File: src/rtl/dmem_arbiter_pkg.sv
// Shared definitions for the DMEM arbiter:
// FSM state encoding and DMEM width constants.
package dmem_arbiter_pkg;

  localparam int DMEM_ADDR_W = 8;
  localparam int DMEM_DATA_W = 8;

  typedef enum logic [1:0] {
    S_IDLE   = 2'd0,
    S_ACCESS = 2'd1,
    S_RESP   = 2'd2
  } arb_state_e;

endpackage

File: src/rtl/dmem_arbiter_if.sv
// Requester-side and DMEM-side signals of the DMEM arbiter.
// slave = arbiter view, master = requesters plus memory view.
interface dmem_arbiter_if
  import dmem_arbiter_pkg::*;
#(
  parameter int ADDR_W = DMEM_ADDR_W,
  parameter int DATA_W = DMEM_DATA_W
);
  logic              req0;
  logic              we0;
  logic [ADDR_W-1:0] addr0;
  logic [DATA_W-1:0] wdata0;
  logic              ack0;
  logic [DATA_W-1:0] rdata0;

  logic              req1;
  logic              we1;
  logic [ADDR_W-1:0] addr1;
  logic [DATA_W-1:0] wdata1;
  logic              ack1;
  logic [DATA_W-1:0] rdata1;

  logic [ADDR_W-1:0] mem_access_addr;
  logic [DATA_W-1:0] mem_write_data;
  logic              mem_write_en;
  logic              mem_read;
  logic [DATA_W-1:0] mem_read_data;
  logic              busy;

  modport slave (
    input  req0, we0, addr0, wdata0,
    input  req1, we1, addr1, wdata1,
    input  mem_read_data,
    output ack0, rdata0, ack1, rdata1,
    output mem_access_addr, mem_write_data,
    output mem_write_en, mem_read, busy
  );

  modport master (
    output req0, we0, addr0, wdata0,
    output req1, we1, addr1, wdata1,
    output mem_read_data,
    input  ack0, rdata0, ack1, rdata1,
    input  mem_access_addr, mem_write_data,
    input  mem_write_en, mem_read, busy
  );
endinterface

File: src/rtl/dmem_arbiter_rr_arb2.sv
// Combinational two-way picker; round-robin on ties
// unless fixed_prio_i forces port 0.
module rr_arb2 (
  input  logic [1:0] req_i,
  input  logic       last_grant_i,
  input  logic       fixed_prio_i,
  output logic       gnt_valid_o,
  output logic       gnt_id_o
);
  always_comb begin
    gnt_valid_o = |req_i;
    gnt_id_o    = 1'b0;
    unique case (req_i)
      2'b01:   gnt_id_o = 1'b0;
      2'b10:   gnt_id_o = 1'b1;
      2'b11:   gnt_id_o = fixed_prio_i ? 1'b0 : ~last_grant_i;
      default: gnt_id_o = 1'b0;
    endcase
  end
endmodule

File: src/rtl/dmem_arbiter.sv
// Two-port DMEM arbiter: IDLE -> ACCESS -> RESP sequencer
// with registered mem_* strobes, ack pulses and read data.
module dmem_arbiter
  import dmem_arbiter_pkg::*;
#(
  parameter int ADDR_W     = DMEM_ADDR_W,
  parameter int DATA_W     = DMEM_DATA_W,
  parameter bit FIXED_PRIO = 1'b0
) (
  input logic           clk,
  input logic           rst,
  dmem_arbiter_if.slave bus
);
  arb_state_e        state_q;
  logic              last_q;
  logic              id_q;
  logic              we_q;
  logic [ADDR_W-1:0] addr_q;
  logic [DATA_W-1:0] wdata_q;
  logic              mwe_q;
  logic              mrd_q;
  logic              ack0_q;
  logic              ack1_q;
  logic [DATA_W-1:0] rdata0_q;
  logic [DATA_W-1:0] rdata1_q;
  logic              busy_q;

  logic              gnt_valid;
  logic              gnt_id;
  logic              we_d;
  logic [ADDR_W-1:0] addr_d;
  logic [DATA_W-1:0] wdata_d;
  logic [DATA_W-1:0] cap_d;

  rr_arb2 u_arb (
    .req_i        ({bus.req1, bus.req0}),
    .last_grant_i (last_q),
    .fixed_prio_i (FIXED_PRIO),
    .gnt_valid_o  (gnt_valid),
    .gnt_id_o     (gnt_id)
  );

  always_comb begin
    we_d    = gnt_id ? bus.we1    : bus.we0;
    addr_d  = gnt_id ? bus.addr1  : bus.addr0;
    wdata_d = gnt_id ? bus.wdata1 : bus.wdata0;
    // writes report zero read data
    cap_d   = we_q ? '0 : bus.mem_read_data;
  end

  always_ff @(posedge clk) begin
    if (rst) begin
      state_q  <= S_IDLE;
      last_q   <= 1'b1;
      id_q     <= 1'b0;
      we_q     <= 1'b0;
      addr_q   <= '0;
      wdata_q  <= '0;
      mwe_q    <= 1'b0;
      mrd_q    <= 1'b0;
      ack0_q   <= 1'b0;
      ack1_q   <= 1'b0;
      rdata0_q <= '0;
      rdata1_q <= '0;
      busy_q   <= 1'b0;
    end else begin
      unique case (state_q)
        S_IDLE: begin
          if (gnt_valid) begin
            id_q    <= gnt_id;
            last_q  <= gnt_id;
            we_q    <= we_d;
            addr_q  <= addr_d;
            wdata_q <= wdata_d;
            mwe_q   <= we_d;
            mrd_q   <= ~we_d;
            busy_q  <= 1'b1;
            state_q <= S_ACCESS;
          end
        end
        S_ACCESS: begin
          if (id_q) begin
            rdata1_q <= cap_d;
            ack1_q   <= 1'b1;
          end else begin
            rdata0_q <= cap_d;
            ack0_q   <= 1'b1;
          end
          addr_q  <= '0;
          wdata_q <= '0;
          mwe_q   <= 1'b0;
          mrd_q   <= 1'b0;
          state_q <= S_RESP;
        end
        S_RESP: begin
          ack0_q  <= 1'b0;
          ack1_q  <= 1'b0;
          busy_q  <= 1'b0;
          state_q <= S_IDLE;
        end
        default: begin
          state_q <= S_IDLE;
          busy_q  <= 1'b0;
        end
      endcase
    end
  end

  assign bus.mem_access_addr = addr_q;
  assign bus.mem_write_data  = wdata_q;
  assign bus.mem_write_en    = mwe_q;
  assign bus.mem_read        = mrd_q;
  assign bus.ack0            = ack0_q;
  assign bus.ack1            = ack1_q;
  assign bus.rdata0          = rdata0_q;
  assign bus.rdata1          = rdata1_q;
  assign bus.busy            = busy_q;
endmodule

File: src/flat_wrapper.sv
// flat-port wrapper written by rule: the top's interface ports become plain ports
module dmem_arbiter_flat import dmem_arbiter_pkg::*;
#(
  parameter int ADDR_W     = DMEM_ADDR_W,
  parameter int DATA_W     = DMEM_DATA_W,
  parameter bit FIXED_PRIO = 1'b0
)
  (clk, rst, bus_req0, bus_we0, bus_addr0, bus_wdata0, bus_req1, bus_we1, bus_addr1, bus_wdata1, bus_mem_read_data, bus_ack0, bus_rdata0, bus_ack1, bus_rdata1, bus_mem_access_addr, bus_mem_write_data, bus_mem_write_en, bus_mem_read, bus_busy);
  dmem_arbiter_if #(.ADDR_W(ADDR_W), .DATA_W(DATA_W)) bus_i ();
  input logic clk;
  input logic rst;
  input wire logic [$bits(bus_i.req0)-1:0] bus_req0;
  input wire logic [$bits(bus_i.we0)-1:0] bus_we0;
  input wire logic [$bits(bus_i.addr0)-1:0] bus_addr0;
  input wire logic [$bits(bus_i.wdata0)-1:0] bus_wdata0;
  input wire logic [$bits(bus_i.req1)-1:0] bus_req1;
  input wire logic [$bits(bus_i.we1)-1:0] bus_we1;
  input wire logic [$bits(bus_i.addr1)-1:0] bus_addr1;
  input wire logic [$bits(bus_i.wdata1)-1:0] bus_wdata1;
  input wire logic [$bits(bus_i.mem_read_data)-1:0] bus_mem_read_data;
  output wire logic [$bits(bus_i.ack0)-1:0] bus_ack0;
  output wire logic [$bits(bus_i.rdata0)-1:0] bus_rdata0;
  output wire logic [$bits(bus_i.ack1)-1:0] bus_ack1;
  output wire logic [$bits(bus_i.rdata1)-1:0] bus_rdata1;
  output wire logic [$bits(bus_i.mem_access_addr)-1:0] bus_mem_access_addr;
  output wire logic [$bits(bus_i.mem_write_data)-1:0] bus_mem_write_data;
  output wire logic [$bits(bus_i.mem_write_en)-1:0] bus_mem_write_en;
  output wire logic [$bits(bus_i.mem_read)-1:0] bus_mem_read;
  output wire logic [$bits(bus_i.busy)-1:0] bus_busy;
  assign bus_i.req0 = bus_req0;
  assign bus_i.we0 = bus_we0;
  assign bus_i.addr0 = bus_addr0;
  assign bus_i.wdata0 = bus_wdata0;
  assign bus_i.req1 = bus_req1;
  assign bus_i.we1 = bus_we1;
  assign bus_i.addr1 = bus_addr1;
  assign bus_i.wdata1 = bus_wdata1;
  assign bus_i.mem_read_data = bus_mem_read_data;
  assign bus_ack0 = bus_i.ack0;
  assign bus_rdata0 = bus_i.rdata0;
  assign bus_ack1 = bus_i.ack1;
  assign bus_rdata1 = bus_i.rdata1;
  assign bus_mem_access_addr = bus_i.mem_access_addr;
  assign bus_mem_write_data = bus_i.mem_write_data;
  assign bus_mem_write_en = bus_i.mem_write_en;
  assign bus_mem_read = bus_i.mem_read;
  assign bus_busy = bus_i.busy;
  dmem_arbiter #(.ADDR_W(ADDR_W), .DATA_W(DATA_W), .FIXED_PRIO(FIXED_PRIO)) u_core (.clk(clk), .rst(rst), .bus(bus_i));
endmodule
File: config.mk
export PLATFORM = sky130hd
export DESIGN_NAME = dmem_arbiter_flat
export DESIGN_NICKNAME = d
export VERILOG_FILES = /design/src/rtl/dmem_arbiter_pkg.sv /design/src/rtl/dmem_arbiter_if.sv /design/src/rtl/dmem_arbiter_rr_arb2.sv /design/src/rtl/dmem_arbiter.sv /design/src/flat_wrapper.sv
export SDC_FILE = /design/constraint.sdc
export NUM_CORES = 1
export LEC_CHECK = 0
export CORE_ASPECT_RATIO = 0.75
export CORE_MARGIN = 2
export CORE_UTILIZATION = 38
export CTS_BUF_LIST = sky130_fd_sc_hd__clkbuf_4
export DETAILED_ROUTE_END_ITERATION = 16
export PLACE_DENSITY_LB_ADDON = 0.3
export SLEW_MARGIN = 30
export SYNTH_ARGS = -nofsm -noshare
export SYNTH_HDL_FRONTEND = slang
export SYNTH_SLANG_ARGS = --single-unit
File: constraint.sdc
create_clock -name clk -period 1.4 [get_ports clk]
set_input_delay 0.21 -clock clk [delete_from_list [all_inputs] [get_ports clk]]
set_output_delay 0.21 -clock clk [all_outputs]
set_load 0.05 [all_outputs]
Yosys cells after proc, flatten, opt, wreduce, memory -nomap -nowiden
Cells that the tools add are included.
{ "totals": {"regBits": 42, "output_inout_bits": 37, "word_cells": 56} }
{ "classes": {"n_eq_ne": 7, "n_mux": 21, "bitwise_logic": 4, "reduce_logical": 11} }
{ "ops": {"columns": ["operator", "count"], "rows": [
  ["$mux 8", 5],
  ["$pmux 8 s2", 2],
  ["$reduce_and 2->1", 7],
  ["$pmux 1 s2", 6],
  ["$eq 2x2->1 const B", 3],
  ["$mux 1", 6],
  ["$ne 2x1->1 const B", 2],
  ["$not 1->1", 4],
  ["$pmux 2 s2", 1],
  ["$reduce_bool 2->1", 2],
  ["$eq 2x1->1 const B", 1],
  ["$logic_not 2->1", 1],
  ["$mux 2", 1],
  ["$ne 2x2->1 const B", 1],
  ["$reduce_or 2->1", 1]
]} }

Logic depth before layout (Yosys ltp)
{ "depth": {"word_depth": 6, "depth_mapped": 6, "depth_no_buf": 4} }

By module
From an unflattened synthesis, not the netlist that was laid out.
{ "unflattened": {"cells_unflattened": 190, "hier_area_um2": 1778.0} }
{ "by_module_without_submodules": {"columns": ["mod", "instances", "cells_per_inst", "area_per_inst_um2", "seq_area_each_um2"], "rows": [
  ["dmem_arbiter", 1, 187, 1760.4, 840.8],
  ["rr_arb2", 1, 3, 17.5, 0.0]
]} }

Worst setup path before layout
No wires, ideal clock.
{ "synth_timing": {"path_kind": "register to register", "start": "reg u_core.state_q[1]", "end": "reg u_core.addr_q[0] (netlist: u_core.bus.mem_access_addr[0])", "setup_ps": 68, "arrival_ps": 1188, "setup_slack_ps": 144, "stages_incl_launch_ff": 7, "n_path_buf": 2, "period_less_slack_ps": 1256, "cell_sequence": "dfxtp_1 nor2_4 o21ai_2 or2_1 buf_6 buf_12 o2bb2ai_2"} }
{ "synth_between": {"elab_chain_len": 3, "elab_cells_between_ends": 6} }
{ "synth_rtl": {"columns": ["element", "line", "rtl"], "rows": [
  ["start: declaration", "dmem_arbiter.sv:14", "arb_state_e state_q;"],
  ["start signal: assignment", "dmem_arbiter.sv:53", "state_q <= S_IDLE;"],
  ["start signal: assignment", "dmem_arbiter.sv:78", "state_q <= S_ACCESS;"],
  ["start signal: assignment", "dmem_arbiter.sv:93", "state_q <= S_RESP;"],
  ["$logic_not 2->1 / $eq 2x1->1 (equally long branches)", "dmem_arbiter.sv:67", "unique case (state_q)"],
  ["$ne 2x1->1 (no source line) / $reduce_bool 2->1 (equally long branches)", null, null],
  ["$reduce_and 2->1 (no source line)", null, null],
  ["end signal: assignment", "dmem_arbiter.sv:73", "addr_q <= addr_d;"],
  ["end: declaration", "dmem_arbiter.sv:18", "logic [ADDR_W-1:0] addr_q;"]
]} }
Parallel ways exist; a longest one is shown, timed or not.
A chain may end at the register's enable or synchronous reset.

Worst setup path in the final report
{ "layout_timing": {"start": "in bus_req1", "end": "reg u_core.addr_q[3] (netlist: u_core.bus.mem_access_addr[3])"} }
{ "layout_between": {"elab_chain_len": 5, "elab_cells_between_ends": 9} }
{ "layout_rtl": {"columns": ["element", "line", "rtl"], "rows": [
  ["start: declaration", "flat_wrapper.sv:16", "input wire logic [$bits(bus_i.req1)-1:0] bus_req1;"],
  ["$eq 2x2->1", "dmem_arbiter_rr_arb2.sv:13", "unique case (req_i)"],
  ["$pmux 1 s2", "dmem_arbiter_rr_arb2.sv:13", null],
  ["$mux 8", "dmem_arbiter.sv:45", "addr_d = gnt_id ? bus.addr1 : bus.addr0;"],
  ["$mux 8", "dmem_arbiter.sv:69", "if (gnt_valid) begin"],
  ["$pmux 8 s2", "dmem_arbiter.sv:67", null]
]} }
Parallel ways exist; a longest one is shown, timed or not. The select of a mux whose other input is x is not followed.

==> flow_metrics.tcl <==
set metrics [dict create \
    status "finished clean" \
    cts_tree "yes" \
    cts_buffers 5 \
    fin_skew_ns 0.00810 \
    rows 21 \
    syn_nets 225 \
    period_needed_ns 1.33 \
    grt_overflow 0 \
    drt-total-wl_um 4280 \
    drc 0 \
    finalHoldViolCount 0 \
    synthXorXnorAreaFrac_pct 0 \
    wl_per_cell_um 13.1 \
    cts.sinks 42 \
    setup_ws_ns 0.0732 \
    diodes 0 \
    crit_path_end_kind "flip-flop" \
    max_stage_delay_ns 0.55 \
    cpLargestDelayFamily "buffers and inverters" \
    ys_warn_count 0 \
    post-route-period-util_pct 94.8 \
    num_io_pins 83 \
    fill_cells 338 \
    synth_edf_count 0 \
    worstSetupPathType "primary input to flip-flop" \
    synth.area.mux_share_pct 9.17 \
    drive_gt1_share_pct 26.8 \
    start_kind "primary input" \
    drtIter0Drc 47 \
    dieArea_um2 5160 \
    insertion_delay_ns 0.34 \
    root_buffer "clkbuf_4" \
    chipHeight_um 62.7 \
    dp_worst_setup_slack_ns -0.270 \
    setup_viol 0 \
    syn_inst 179 \
    htree_levels 2 \
    synth-seq-cells 42 \
    arrival_ns 1.57 \
    grt_max_degree 17 \
    synth_top_family_by_area "compound AO/OA/AOI/OAI gates" \
    synthDistinctLibCells 30 \
    synth_fa_ha_area_share_pct 0 \
    synth_compound_area_share_pct 20.8 \
    fp.coreArea_um2 4440 \
    drv_cap 0 \
    die_x_um 82.3 \
    final_core_util_pct 70.2 \
    syn_avg_cell_area_um2 9.76 \
    worstPathCellList "clkdlybuf4s50_1, a21boi_2, buf_12, mux2i_1, o2bb2ai_2" \
    synthArstFlopShare_pct 0 \
    power.density_nw_per_um2 936 \
    syn_area_um2 1750 \
    slew_violations 0 \
    cpMaxStageDelayCell "clkdlybuf4s50_1" \
    vias_per_cell 4.85 \
    track_usage_pct 18.1 \
    leakage_nw 1.19 \
    clk_pin_slew_ns 0.12 \
    antenna_left 0 \
    gp_congestion 0.782 \
    min_path_type "primary input to flip-flop" \
    slew_headroom_pct 79.5 \
    worst-path-buf-inv 2 \
    cp.required_ns 1.64 \
    synthToLayoutAreaGrowth_pct 78.4 \
    antenna_found_initial 0 \
    grt_pass1_wl_um 7220 \
    first_pass_iters 4 \
    layout.nets 314 \
    ir_drop_v 0.000588 \
    tightest_slew_ns 0.307 \
    vias 1581 \
    portBuffers 82 \
    synth-main-ff-cell "dfxtp_1" \
    seq_area_frac_synth_pct 48.1 \
    fmax_mhz 754 \
    path_max_fanout 16 \
    grt_pass1_vias 1570 \
    start_util_pct 39.3 \
    synth-simple-area-share_pct 16.6 \
    dp_hpwl_um 3340 \
    clock_path_buffers 2 \
]
[cell type report]
cell class / count / area (um2) / area share (%)
clock inverter: 3 / 16.3 / 0.522
multi-input combinational: 123 / 831 / 26.7
tap: 57 / 71.3 / 2.29
timing repair buffer: 92 / 1300 / 41.8
sequential: 42 / 841 / 27.0
inverter: 4 / 15.0 / 0.482
clock buffer: 5 / 37.5 / 1.20
[metal layers]
metal / wire length, um / track usage [%] / share of wire, %
met1: 1900 / 24.4 / 44
met5: 0 / 0 / 0
met2: 1990 / 26.2 / 46
met3: 363 / 7.66 / 8.5
met4: 24 / 5.00 / 0.56
[path summary, 6_finish.rpt]
kind / start / slack, ns / cells past startpoint / endpoint
max: bus_req1 / 0.07 / 5 / u_core.bus.mem_access_addr[3]
min: bus_wdata0[6] / 0.49 / 3 / u_core.bus.mem_write_data[6]
max reg2reg: u_core.state_q[1] / 0.13 / 5 / u_core.bus.mem_write_data[4]
min reg2reg: u_core.bus.rdata0[3] / 0.50 / 2 / u_core.bus.rdata0[3]
[worst reg2reg max path, cell delays in order (launching register included)]
cell and delay, ns:
dfxtp_1 0.40, nor2_4 0.15, o21ai_2 0.06, or2_1 0.26, buf_12 0.17, o2bb2ai_1 0.16
[cells in the mapped netlist, drive strengths merged (2+ instances only)]
cell type   n  area, um2
nand2      37        139
dfxtp      42        841
nor2b       9       56.3
o2bb2ai    16        196
inv         4       15.0
nand2b      4       25.0
o21ai       2       13.8
clkbuf      4       15.0
a21oi      20        100
nor2        6       32.5
mux2i      16        160
a21boi      3       22.5
buf         6       62.6
[power by group]
part	internal [mW]	leakage [nW]	switching (mW)
Clock	0.187	0.0286	0.389
Combinational	0.506	0.817	0.454
Sequential	1.28	0.344	0.101
Total	1.97	1.19	0.944
[placed cells by master (no fill, tap or decap)]
cell	count
o2bb2ai_1	7
dfxtp_1	42
nor2_2	2
a21boi_1	2
buf_12	40
nand2b_1	3
nand2_2	1
clkinv_1	1
nor2_1	3
nand3_1	1
mux2i_1	16
clkinv_2	1
or2_1	1
o22ai_1	1
or2b_1	1
clkinvlp_4	1
o21ai_2	1
clkbuf_4	5
o2bb2ai_2	9
and2b_1	1
a21boi_2	1
inv_1	4
a221o_1	1
nor3_2	1
clkdlybuf4s50_1	45
nor2b_1	9
buf_4	7
o21ai_0	1
nand2b_2	1
a31oi_1	1
nor2_4	1
and2_2	1
a22oi_1	1
a21oi_1	20
nand2_1	36
[registers in the layout, summed over array words and instances, names as in the netlist]
name / cells
u_core.bus.ack1: 1
u_core.bus.mem_write_en: 1
u_core.last_q: 1
u_core.bus.mem_read: 1
u_core.state_q: 2
u_core.id_q: 1
u_core.we_q: 1
u_core.bus.ack0: 1
u_core.bus.rdata0: 8
u_core.bus.mem_write_data: 8
u_core.bus.rdata1: 8
u_core.bus.busy: 1
u_core.bus.mem_access_addr: 8
[cells by family after synthesis]
group                  after synthesis
buffers and inverters               14
multiplexers                        16
AND/OR/NAND/NOR                     62
flip-flops                          42
AO/OA/AOI/OAI                       45
[what timing repair did]
| action | CTS | global route |
|---|---|---|
| setup buffers | 0 | 0 |
| resized for setup | 0 | 5 |
| setup endpoints to repair | 0 | 12 |
| hold buffers | 0 | 0 |
| hold endpoints to repair | 0 | 0 |
[per-stage QoR]
stage               TNS [ns]  cells  hold WS [ns]  power [mW]  instance area [um2]
global route        -0.00734    326         0.497        3.06                 3120
detailed placement     -3.90    318         0.483        2.36                 3050
finish                     0    326         0.489        2.92                 3120
floorplan                  0    179         0.385        1.84                 1750
CTS                        0    326         0.469        2.94                 3100
global placement       -3.34    318         0.480        2.35                 3050
No activity file was read; power rests on OpenSTA's default activity.
